==> src/rtl/sram_fifo_ctrl_if.sv <==
// rtl/sram_fifo_ctrl_if.sv - stream and FIFO macro signal bundle for sram_fifo_ctrl
interface sram_fifo_ctrl_if #(
  parameter int DATA_WIDTH = 32
);
  logic [DATA_WIDTH-1:0] in_data_i;
  logic                  in_valid_i;
  logic                  in_ready_o;
  logic [DATA_WIDTH-1:0] out_data_o;
  logic                  out_valid_o;
  logic                  out_ready_i;
  logic                  mac_rst_o;
  logic                  mac_wren_o;
  logic [DATA_WIDTH-1:0] mac_di_o;
  logic                  mac_rden_o;
  logic [DATA_WIDTH-1:0] mac_do_i;
  logic                  mac_empty_i;
  logic                  mac_full_i;
  logic                  mac_rderr_i;
  logic                  mac_wrerr_i;

  // Controller side
  modport master (
    input  in_data_i, in_valid_i, out_ready_i,
    input  mac_do_i, mac_empty_i, mac_full_i, mac_rderr_i, mac_wrerr_i,
    output in_ready_o, out_data_o, out_valid_o,
    output mac_rst_o, mac_wren_o, mac_di_o, mac_rden_o
  );

  // Producer/consumer and macro side
  modport slave (
    output in_data_i, in_valid_i, out_ready_i,
    output mac_do_i, mac_empty_i, mac_full_i, mac_rderr_i, mac_wrerr_i,
    input  in_ready_o, out_data_o, out_valid_o,
    input  mac_rst_o, mac_wren_o, mac_di_o, mac_rden_o
  );
endinterface

==> src/rtl/sram_fifo_ctrl.sv <==
// rtl/sram_fifo_ctrl.sv - reset sequencing, enable gating and read-latency buffer for the 512x36 FIFO macro
module sram_fifo_ctrl #(
  parameter int DATA_WIDTH         = 32,
  parameter int RST_HOLD_CYCLES    = 5,
  parameter int RST_RECOVER_CYCLES = 4
) (
  input  logic                  clk_i,
  input  logic                  rst_i,
  input  logic                  flush_i,
  sram_fifo_ctrl_if.master      bus,
  output logic                  busy_o,
  output logic [9:0]            usage_o,
  output logic                  err_o
);

  localparam int CNT_W = 16;

  typedef enum logic [1:0] {ST_HOLD, ST_RECOVER, ST_RUN} state_t;

  state_t                state;
  logic [CNT_W-1:0]      cnt;
  logic                  mac_rst_q;
  logic                  busy_q;

  logic [DATA_WIDTH-1:0] ob0;
  logic [DATA_WIDTH-1:0] ob1;
  logic [1:0]            ob_cnt;
  logic [1:0]            ob_cnt_nxt;
  logic                  ob_valid;
  logic                  infl;
  logic [9:0]            usage_q;
  logic                  err_q;

  logic                  run;
  logic                  in_ready;
  logic                  wren;
  logic                  rden;
  logic                  pop;

  assign run      = (state == ST_RUN);
  assign in_ready = run & ~bus.mac_full_i & ~flush_i;
  assign wren     = bus.in_valid_i & in_ready;
  assign pop      = ob_valid & bus.out_ready_i;
  // Issue a read only if the word it returns is guaranteed a buffer slot.
  assign rden     = run & ~flush_i & ~bus.mac_empty_i &
                    ((3'(ob_cnt) + 3'(infl)) < (3'd2 + 3'(pop)));

  assign bus.in_ready_o  = in_ready;
  assign bus.mac_wren_o  = wren;
  assign bus.mac_rden_o  = rden;
  assign bus.mac_di_o    = bus.in_data_i;
  assign bus.mac_rst_o   = mac_rst_q;
  assign bus.out_data_o  = ob0;
  assign bus.out_valid_o = ob_valid;
  assign busy_o          = busy_q;
  assign usage_o         = usage_q;
  assign err_o           = err_q;

  // Output buffer occupancy after this cycle's capture and pop
  always_comb begin
    ob_cnt_nxt = ob_cnt + 2'(infl) - 2'(pop);
  end

  // Reset/recovery sequencer with registered macro reset and busy
  always_ff @(posedge clk_i) begin
    if (rst_i) begin
      state     <= ST_HOLD;
      cnt       <= '0;
      mac_rst_q <= 1'b1;
      busy_q    <= 1'b1;
    end else begin
      case (state)
        ST_HOLD: begin
          if (cnt == CNT_W'(RST_HOLD_CYCLES - 1)) begin
            state     <= ST_RECOVER;
            cnt       <= '0;
            mac_rst_q <= 1'b0;
          end else begin
            cnt <= cnt + 1'b1;
          end
        end
        ST_RECOVER: begin
          if (cnt == CNT_W'(RST_RECOVER_CYCLES - 1)) begin
            state  <= ST_RUN;
            cnt    <= '0;
            busy_q <= 1'b0;
          end else begin
            cnt <= cnt + 1'b1;
          end
        end
        ST_RUN: begin
          if (flush_i) begin
            state     <= ST_HOLD;
            cnt       <= '0;
            mac_rst_q <= 1'b1;
            busy_q    <= 1'b1;
          end
        end
        default: begin
          state     <= ST_HOLD;
          cnt       <= '0;
          mac_rst_q <= 1'b1;
          busy_q    <= 1'b1;
        end
      endcase
    end
  end

  // In-flight tracking, 2-entry output buffer and usage count; flush drops everything
  always_ff @(posedge clk_i) begin
    if (rst_i) begin
      ob0      <= '0;
      ob1      <= '0;
      ob_cnt   <= '0;
      ob_valid <= 1'b0;
      infl     <= 1'b0;
      usage_q  <= '0;
    end else if (run && flush_i) begin
      ob_cnt   <= '0;
      ob_valid <= 1'b0;
      infl     <= 1'b0;
      usage_q  <= '0;
    end else begin
      infl     <= rden;
      usage_q  <= usage_q + 10'(wren) - 10'(pop);
      ob_cnt   <= ob_cnt_nxt;
      ob_valid <= (ob_cnt_nxt != 2'd0);
      case ({infl, pop})
        2'b10: begin
          if (ob_cnt == 2'd0) ob0 <= bus.mac_do_i;
          else                ob1 <= bus.mac_do_i;
        end
        2'b01: ob0 <= ob1;
        2'b11: begin
          if (ob_cnt == 2'd1) begin
            ob0 <= bus.mac_do_i;
          end else begin
            ob0 <= ob1;
            ob1 <= bus.mac_do_i;
          end
        end
        default: ;
      endcase
    end
  end

  // Sticky macro error flag, survives flush
  always_ff @(posedge clk_i) begin
    if (rst_i) begin
      err_q <= 1'b0;
    end else if (run && (bus.mac_rderr_i || bus.mac_wrerr_i)) begin
      err_q <= 1'b1;
    end
  end

endmodule

==> src/flat_wrapper.sv <==
// flat-port wrapper written by rule: the top's interface ports become plain ports
module sram_fifo_ctrl_flat 
#(
  parameter int DATA_WIDTH         = 32,
  parameter int RST_HOLD_CYCLES    = 5,
  parameter int RST_RECOVER_CYCLES = 4
)
  (clk_i, rst_i, flush_i, busy_o, usage_o, err_o, bus_in_data_i, bus_in_valid_i, bus_out_ready_i, bus_mac_do_i, bus_mac_empty_i, bus_mac_full_i, bus_mac_rderr_i, bus_mac_wrerr_i, bus_in_ready_o, bus_out_data_o, bus_out_valid_o, bus_mac_rst_o, bus_mac_wren_o, bus_mac_di_o, bus_mac_rden_o);
  sram_fifo_ctrl_if #(.DATA_WIDTH(DATA_WIDTH)) bus_i ();
  input  logic clk_i;
  input  logic rst_i;
  input  logic flush_i;
  output logic busy_o;
  output logic [9:0] usage_o;
  output logic err_o;
  input wire logic [$bits(bus_i.in_data_i)-1:0] bus_in_data_i;
  input wire logic [$bits(bus_i.in_valid_i)-1:0] bus_in_valid_i;
  input wire logic [$bits(bus_i.out_ready_i)-1:0] bus_out_ready_i;
  input wire logic [$bits(bus_i.mac_do_i)-1:0] bus_mac_do_i;
  input wire logic [$bits(bus_i.mac_empty_i)-1:0] bus_mac_empty_i;
  input wire logic [$bits(bus_i.mac_full_i)-1:0] bus_mac_full_i;
  input wire logic [$bits(bus_i.mac_rderr_i)-1:0] bus_mac_rderr_i;
  input wire logic [$bits(bus_i.mac_wrerr_i)-1:0] bus_mac_wrerr_i;
  output wire logic [$bits(bus_i.in_ready_o)-1:0] bus_in_ready_o;
  output wire logic [$bits(bus_i.out_data_o)-1:0] bus_out_data_o;
  output wire logic [$bits(bus_i.out_valid_o)-1:0] bus_out_valid_o;
  output wire logic [$bits(bus_i.mac_rst_o)-1:0] bus_mac_rst_o;
  output wire logic [$bits(bus_i.mac_wren_o)-1:0] bus_mac_wren_o;
  output wire logic [$bits(bus_i.mac_di_o)-1:0] bus_mac_di_o;
  output wire logic [$bits(bus_i.mac_rden_o)-1:0] bus_mac_rden_o;
  assign bus_i.in_data_i = bus_in_data_i;
  assign bus_i.in_valid_i = bus_in_valid_i;
  assign bus_i.out_ready_i = bus_out_ready_i;
  assign bus_i.mac_do_i = bus_mac_do_i;
  assign bus_i.mac_empty_i = bus_mac_empty_i;
  assign bus_i.mac_full_i = bus_mac_full_i;
  assign bus_i.mac_rderr_i = bus_mac_rderr_i;
  assign bus_i.mac_wrerr_i = bus_mac_wrerr_i;
  assign bus_in_ready_o = bus_i.in_ready_o;
  assign bus_out_data_o = bus_i.out_data_o;
  assign bus_out_valid_o = bus_i.out_valid_o;
  assign bus_mac_rst_o = bus_i.mac_rst_o;
  assign bus_mac_wren_o = bus_i.mac_wren_o;
  assign bus_mac_di_o = bus_i.mac_di_o;
  assign bus_mac_rden_o = bus_i.mac_rden_o;
  sram_fifo_ctrl #(.DATA_WIDTH(DATA_WIDTH), .RST_HOLD_CYCLES(RST_HOLD_CYCLES), .RST_RECOVER_CYCLES(RST_RECOVER_CYCLES)) u_core (.clk_i(clk_i), .rst_i(rst_i), .flush_i(flush_i), .bus(bus_i), .busy_o(busy_o), .usage_o(usage_o), .err_o(err_o));
endmodule
==> config.mk <==
export PLATFORM = sky130hd
export DESIGN_NAME = sram_fifo_ctrl_flat
export DESIGN_NICKNAME = d
export VERILOG_FILES = /design/src/rtl/sram_fifo_ctrl_if.sv /design/src/rtl/sram_fifo_ctrl.sv /design/src/flat_wrapper.sv
export SDC_FILE = /design/constraint.sdc
export NUM_CORES = 1
export LEC_CHECK = 0
export CORE_MARGIN = 3
export CORE_UTILIZATION = 47
export DETAILED_ROUTE_END_ITERATION = 8
export PLACE_DENSITY = 0.81
export SLEW_MARGIN = 0
export SYNTH_ARGS = -nofsm -noshare
export SYNTH_HDL_FRONTEND = slang
export SYNTH_SLANG_ARGS = --single-unit
==> constraint.sdc <==
create_clock -name clk_i -period 4.2 [get_ports clk_i]
set_input_delay 0.84 -clock clk_i [delete_from_list [all_inputs] [get_ports clk_i]]
set_output_delay 0.84 -clock clk_i [all_outputs]
set_load 0.005 [all_outputs]
==> Word level (Yosys, flattened, before mapping) <==
Cells that the tools add are included.
{ "totals": {"register_bits": 99, "wordCells": 79, "output_inout_bits": 81} }
{ "op_classes": {"muxes": 19, "addsub": 7, "magnitude_cmp": 1, "bitwise": 13, "n_reduce_logical": 14, "n_eq_ne": 14} }
{ "ops": {"columns": ["cell", "n"], "rows": [
  ["32-bit 2-to-1 mux", 4],
  ["32-bit case mux with 3 select lines", 1],
  ["32-bit case mux with 2 select lines", 1],
  ["16-bit 2-to-1 mux", 3],
  ["16-bit case mux with 3 select lines", 1],
  ["16-bit by 1-bit adder with 16-bit output, second input constant", 1],
  ["16-bit by 2-bit == test with 1-bit output, second input constant", 1],
  ["16-bit by 3-bit == test with 1-bit output, second input constant", 1],
  ["3-bit AND reduction", 4],
  ["10-bit by 1-bit adder with 10-bit output", 1],
  ["10-bit by 1-bit subtractor with 10-bit output", 1],
  ["1-bit AND", 7],
  ["2-bit by 1-bit == test with 1-bit output, second input constant", 3],
  ["2-bit == test, second input constant", 3],
  ["2-bit 2-to-1 mux", 3],
  ["2-bit by 1-bit inequality test with 1-bit output, second input constant", 3],
  ["2-bit inequality test, second input constant", 3],
  ["1-bit NOT", 6],
  ["1-bit case mux with 3 select lines", 2],
  ["2-bit case mux with 3 select lines", 1],
  ["2-bit logical NOT", 2],
  ["4-bit AND reduction", 1],
  ["2-bit nonzero test", 2],
  ["2-bit by 1-bit adder with 3-bit output", 1],
  ["9 further kinds", 12]
]} }

==> Depth between registers and ports, before layout <==
{ "depth": {"word_depth": 6, "ltp_mapped": 12, "depth_no_buf": 11} }

==> Worst setup path after synthesis <==
No wires, ideal clock.
{ "synth_timing": {"path_kind": "input port to flip-flop", "from": "input port flush_i", "to": "register u_core.usage_q[6] (netlist: u_core.usage_o[6])", "setup_ns": 0.072, "arrival_ns": 3.188, "path_slack_ns": 0.940, "path_stages": 11, "path_buffers": 0, "cell_sequence": "or3b_1 -> nor2_1 -> nand2_1 -> ha_1 -> inv_1 -> ha_1 -> fa_1 -> a211o_1 -> a21o_1 -> a21oi_1 -> mux2i_1"} }
{ "synth_between": {"elab_chain_len": 5, "word_cells_on_any_way": 7} }
{ "synth_lines": {"columns": ["item", "line", "text"], "rows": [
  ["start: declaration", "flat_wrapper.sv:12", "input logic flush_i;"],
  ["1-bit NOT", "sram_fifo_ctrl.sv:41", "assign in_ready = run & ~bus.mac_full_i & ~flush_i;"],
  ["1-bit AND", "sram_fifo_ctrl.sv:41", null],
  ["net bus_in_ready_o", "flat_wrapper.sv:24", "output wire logic [$bits(bus_i.in_ready_o)-1:0] bus_in_ready_o;"],
  ["1-bit AND", "sram_fifo_ctrl.sv:42", "assign wren = bus.in_valid_i & in_ready;"],
  ["10-bit by 1-bit adder with 10-bit output", "sram_fifo_ctrl.sv:125", "usage_q <= usage_q + 10'(wren) - 10'(pop);"],
  ["10-bit by 1-bit subtractor with 10-bit output", "sram_fifo_ctrl.sv:125", null],
  ["end signal: assignment", "sram_fifo_ctrl.sv:125", null],
  ["end: declaration", "sram_fifo_ctrl.sv:31", "logic [9:0] usage_q;"]
]} }
The timed path passes the listed nets, and every way through them passes these cells.
A chain may end at the register's enable or synchronous reset.

==> Final worst setup path <==
{ "layout_timing": {"from": "input port flush_i", "to": "output port bus_mac_rden_o"} }
{ "layout_between": {"elab_chain_len": 4} }
{ "layout_lines": {"columns": ["item", "line", "text"], "rows": [
  ["1-bit NOT", "sram_fifo_ctrl.sv:45", "assign rden = run & ~flush_i & ~bus.mac_empty_i &"],
  ["1-bit AND (3 in series)", "sram_fifo_ctrl.sv:45", null],
  ["end: declaration", "flat_wrapper.sv:30", "output wire logic [$bits(bus_i.mac_rden_o)-1:0] bus_mac_rden_o;"]
]} }
No other way between the ends.

==> results.tsv <==
metric	value	unit
DIE HEIGHT	109	µm
Core Area	0.0100	mm²
TritonCTS sink count	99	
CP Capture Type	output pin	
PD cells	427	mW/mm²
CP max FO	6	
GP Congestion	0.885	
TritonCTS clock tree	yes	
clk_skew	0.0129	ns
Arrival @ worst endpoint	2.81	ns
#FFs+latches synth	99	
CTS root buffer	clkbuf_8	
Residual DRC	0	
Fin. Hold Viols	0	
CTS resizes	0	
first-pass iteration count of the detailed router	5	
critical path's most frequent cell	clkdlybuf4s50_1	
gr usage total	0.186	
post-layout power	2.50	mW
Die W	109	µm
largest net degree at the start of global routing	58	
Worst-path clk slew	0.11	ns
post-synth cell types	52	
setup bufs post-CTS	0	
Area Overhead vs Synth	18.4	%
WL final	11.1	mm
Initial DRC Count	260	
worst slew pin tran	1.13	ns
post-synthesis sequential area ratio	0.401	
crit path time final	3.65	ns
initial antenna violation count	0	
top_reg_cell synth	dfxtp_1	
GRT overflow	0	
Hold Crit Class	flip-flop to flip-flop	
CP Class	input port to output pin	
Cell Count, Final, Fillers Out	759	
Critical Path Source Type	input port	
Starting Density	0.494	
syn nets	670	
Req. time, crit path	3.36	ns
critical path, cell by cell	clkdlybuf4s50_1, or3b_1, nor4b_1, clkdlybuf4s50_1	
Worst-Skew Late Latency	0.36	ns
Crit-path slowest cell	clkdlybuf4s50_1	
proportion of layout cells with a drive suffix above 1	0.0655	
detail-routed via count per cell	5.45	
vias in the first global route	3883	
net total in the final layout	711	
Post-synth EDFFs	0	
Setup Viol. Count Final	0	
Min Hold Slack	0.458	ns
first-pass GRT wire length	17.9	mm
Post-Syn Area	0.00494	mm²
wire per inst	14.6	µm
I/O Buffers	89	
unrepaired setup endpoints after global routing	false	
Final ANT Viol Nets	0	
Die ar.	0.0118	mm²
Final Cycle Share	0.869	
commonest non-fill, non-tap cell in the layout	dfxtp_1	
Core Rows	36	
status	finished clean	
worst r2r path cells	11	
Max Cap Viol	0	
synthesized netlist cell count	580	
slowest cell delay on critical path	0.59	ns
syn avg cell area	8.52	µm²
Pins Over Slew Limit	0	
most frequent cells in the layout	99 x dfxtp_1, 89 x nand2_1, 88 x clkdlybuf4s50_1, 53 x nor2_1, 44 x a21oi_1	
Hold Path Depth	2	
vias post-DR	4138	
Max Buffers Root-to-Sink	2	
setup TNS	0	ns
DP HPWL	7.81	mm
Post-Place Cells	743	
leakage dissipation	2.30	nW
io pins	154	
Async SR Flop Fraction	0	
CTS Buf Count	9	
highest clock rate	0.274	GHz
H-Tree Depth	3	
Warnings, synthesis	0	
Antenna Cells	0	
Max-Slew Margin vs Limit	0.245	
worst vdd ir	0.230	mV
post-cts hold buffer count	0	
-- cells in the mapped netlist, types with 2 or more instances --
master | n | area [µm²]
buf_4 | 34 | 255
or2_2 | 2 | 12.5
or3_1 | 10 | 62.6
buf_2 | 12 | 60.1
xnor2_1 | 9 | 78.8
nand2_1 | 89 | 334
or3b_1 | 2 | 17.5
a211oi_2 | 8 | 100
nand3b_1 | 4 | 30.0
nand4_1 | 3 | 18.8
clkbuf_1 | 19 | 71.3
o2111ai_1 | 4 | 35.0
o21ai_0 | 10 | 50.1
nor3_1 | 8 | 40.0
a21oi_1 | 44 | 220
a211oi_1 | 25 | 188
nor2_1 | 53 | 199
o211ai_1 | 6 | 45.0
o21a_1 | 2 | 15.0
a21o_1 | 5 | 37.5
a211o_1 | 2 | 17.5
ha_1 | 16 | 200
a21boi_0 | 2 | 15.0
nand3_1 | 9 | 45.0
dfxtp_1 | 99 | 1980
and2_1 | 6 | 37.5
nor4_1 | 9 | 56.3
mux2i_1 | 37 | 370
inv_1 | 26 | 97.6
and3b_1 | 3 | 26.3
-- per-stage QoR --
step | worst slack, ns | instance area, µm² | util
finish | 0.549 | 5850 | 0.585
floorplan | 0.940 | 4940 | -
detailed placement | 0.185 | 5660 | 0.566
global placement | 0.290 | 5660 | 0.566
CTS | 0.538 | 5850 | 0.585
global route | 0.355 | 5850 | 0.585
-- registers in the layout (all words and copies together), names as in the netlist --
signal / flops
u_core.bus.out_data_o: 32
u_core.ob1: 32
u_core.cnt: 16
u_core.usage_o: 10
u_core.ob_cnt: 2
u_core.state: 2
u_core.bus.mac_rst_o: 1
u_core.bus.out_valid_o: 1
u_core.busy_o: 1
u_core.err_o: 1
u_core.infl: 1
-- layout make-up --
class / count / area (µm²)
clock buffer: 9 / 124
clock inverter: 7 / 65.1
fill: 897 / 4150
inverter: 26 / 97.6
multi-input combinational: 390 / 2480
sequential: 99 / 1980
tap: 133 / 166
timing repair buffer: 95 / 931
-- worst max-delay path: cells and delay by family --
kind                   cells  cell delay (ns)
buffers and inverters      2             1.09
and+or+nand+nor            2             0.88
-- metal layers --
layer / routed length, µm / global-route usage / vias to the layer above
met4: 121 / 0.0586 / 0
met2: 5630 / 0.330 / 118
met5: 0 / 0 / -
met3: 539 / 0.0251 / 19
li1: - / - / 2068
met1: 4770 / 0.232 / 1933
-- power by group --
part | internal [mW] | leakage (nW) | switching, mW
Sequential | 1.02 | 0.801 | 0.0598
Clock | 0.233 | 0.0999 | 0.366
Combinational | 0.435 | 1.40 | 0.390
Total | 1.69 | 2.30 | 0.815
-- logic make-up after synthesis --
family          Yosys count  share of synthesized area
simple gates            205                      0.191
compound gates          121                      0.173
flops                    99                      0.401
buf+inv                  91                     0.0980
mux                      37                     0.0750
fa+ha+maj                17                     0.0446
xor+xnor                 10                     0.0177
-- worst paths after layout --
kind | start | endpoint | slack [ns]
worst max-delay path | flush_i | bus_mac_rden_o | 0.55
worst min-delay path | u_core.ob1[19]$_SDFFE_PP0P_ | u_core.ob1[19]$_SDFFE_PP0P_ | 0.46
worst max register to register | u_core.state[1]$_SDFFE_PP0P_ | u_core.usage_o[6]$_SDFF_PP0_ | 1.02
worst min register to register | u_core.ob1[19]$_SDFFE_PP0P_ | u_core.ob1[19]$_SDFFE_PP0P_ | 0.46
Power figures use the tool's default switching activity.
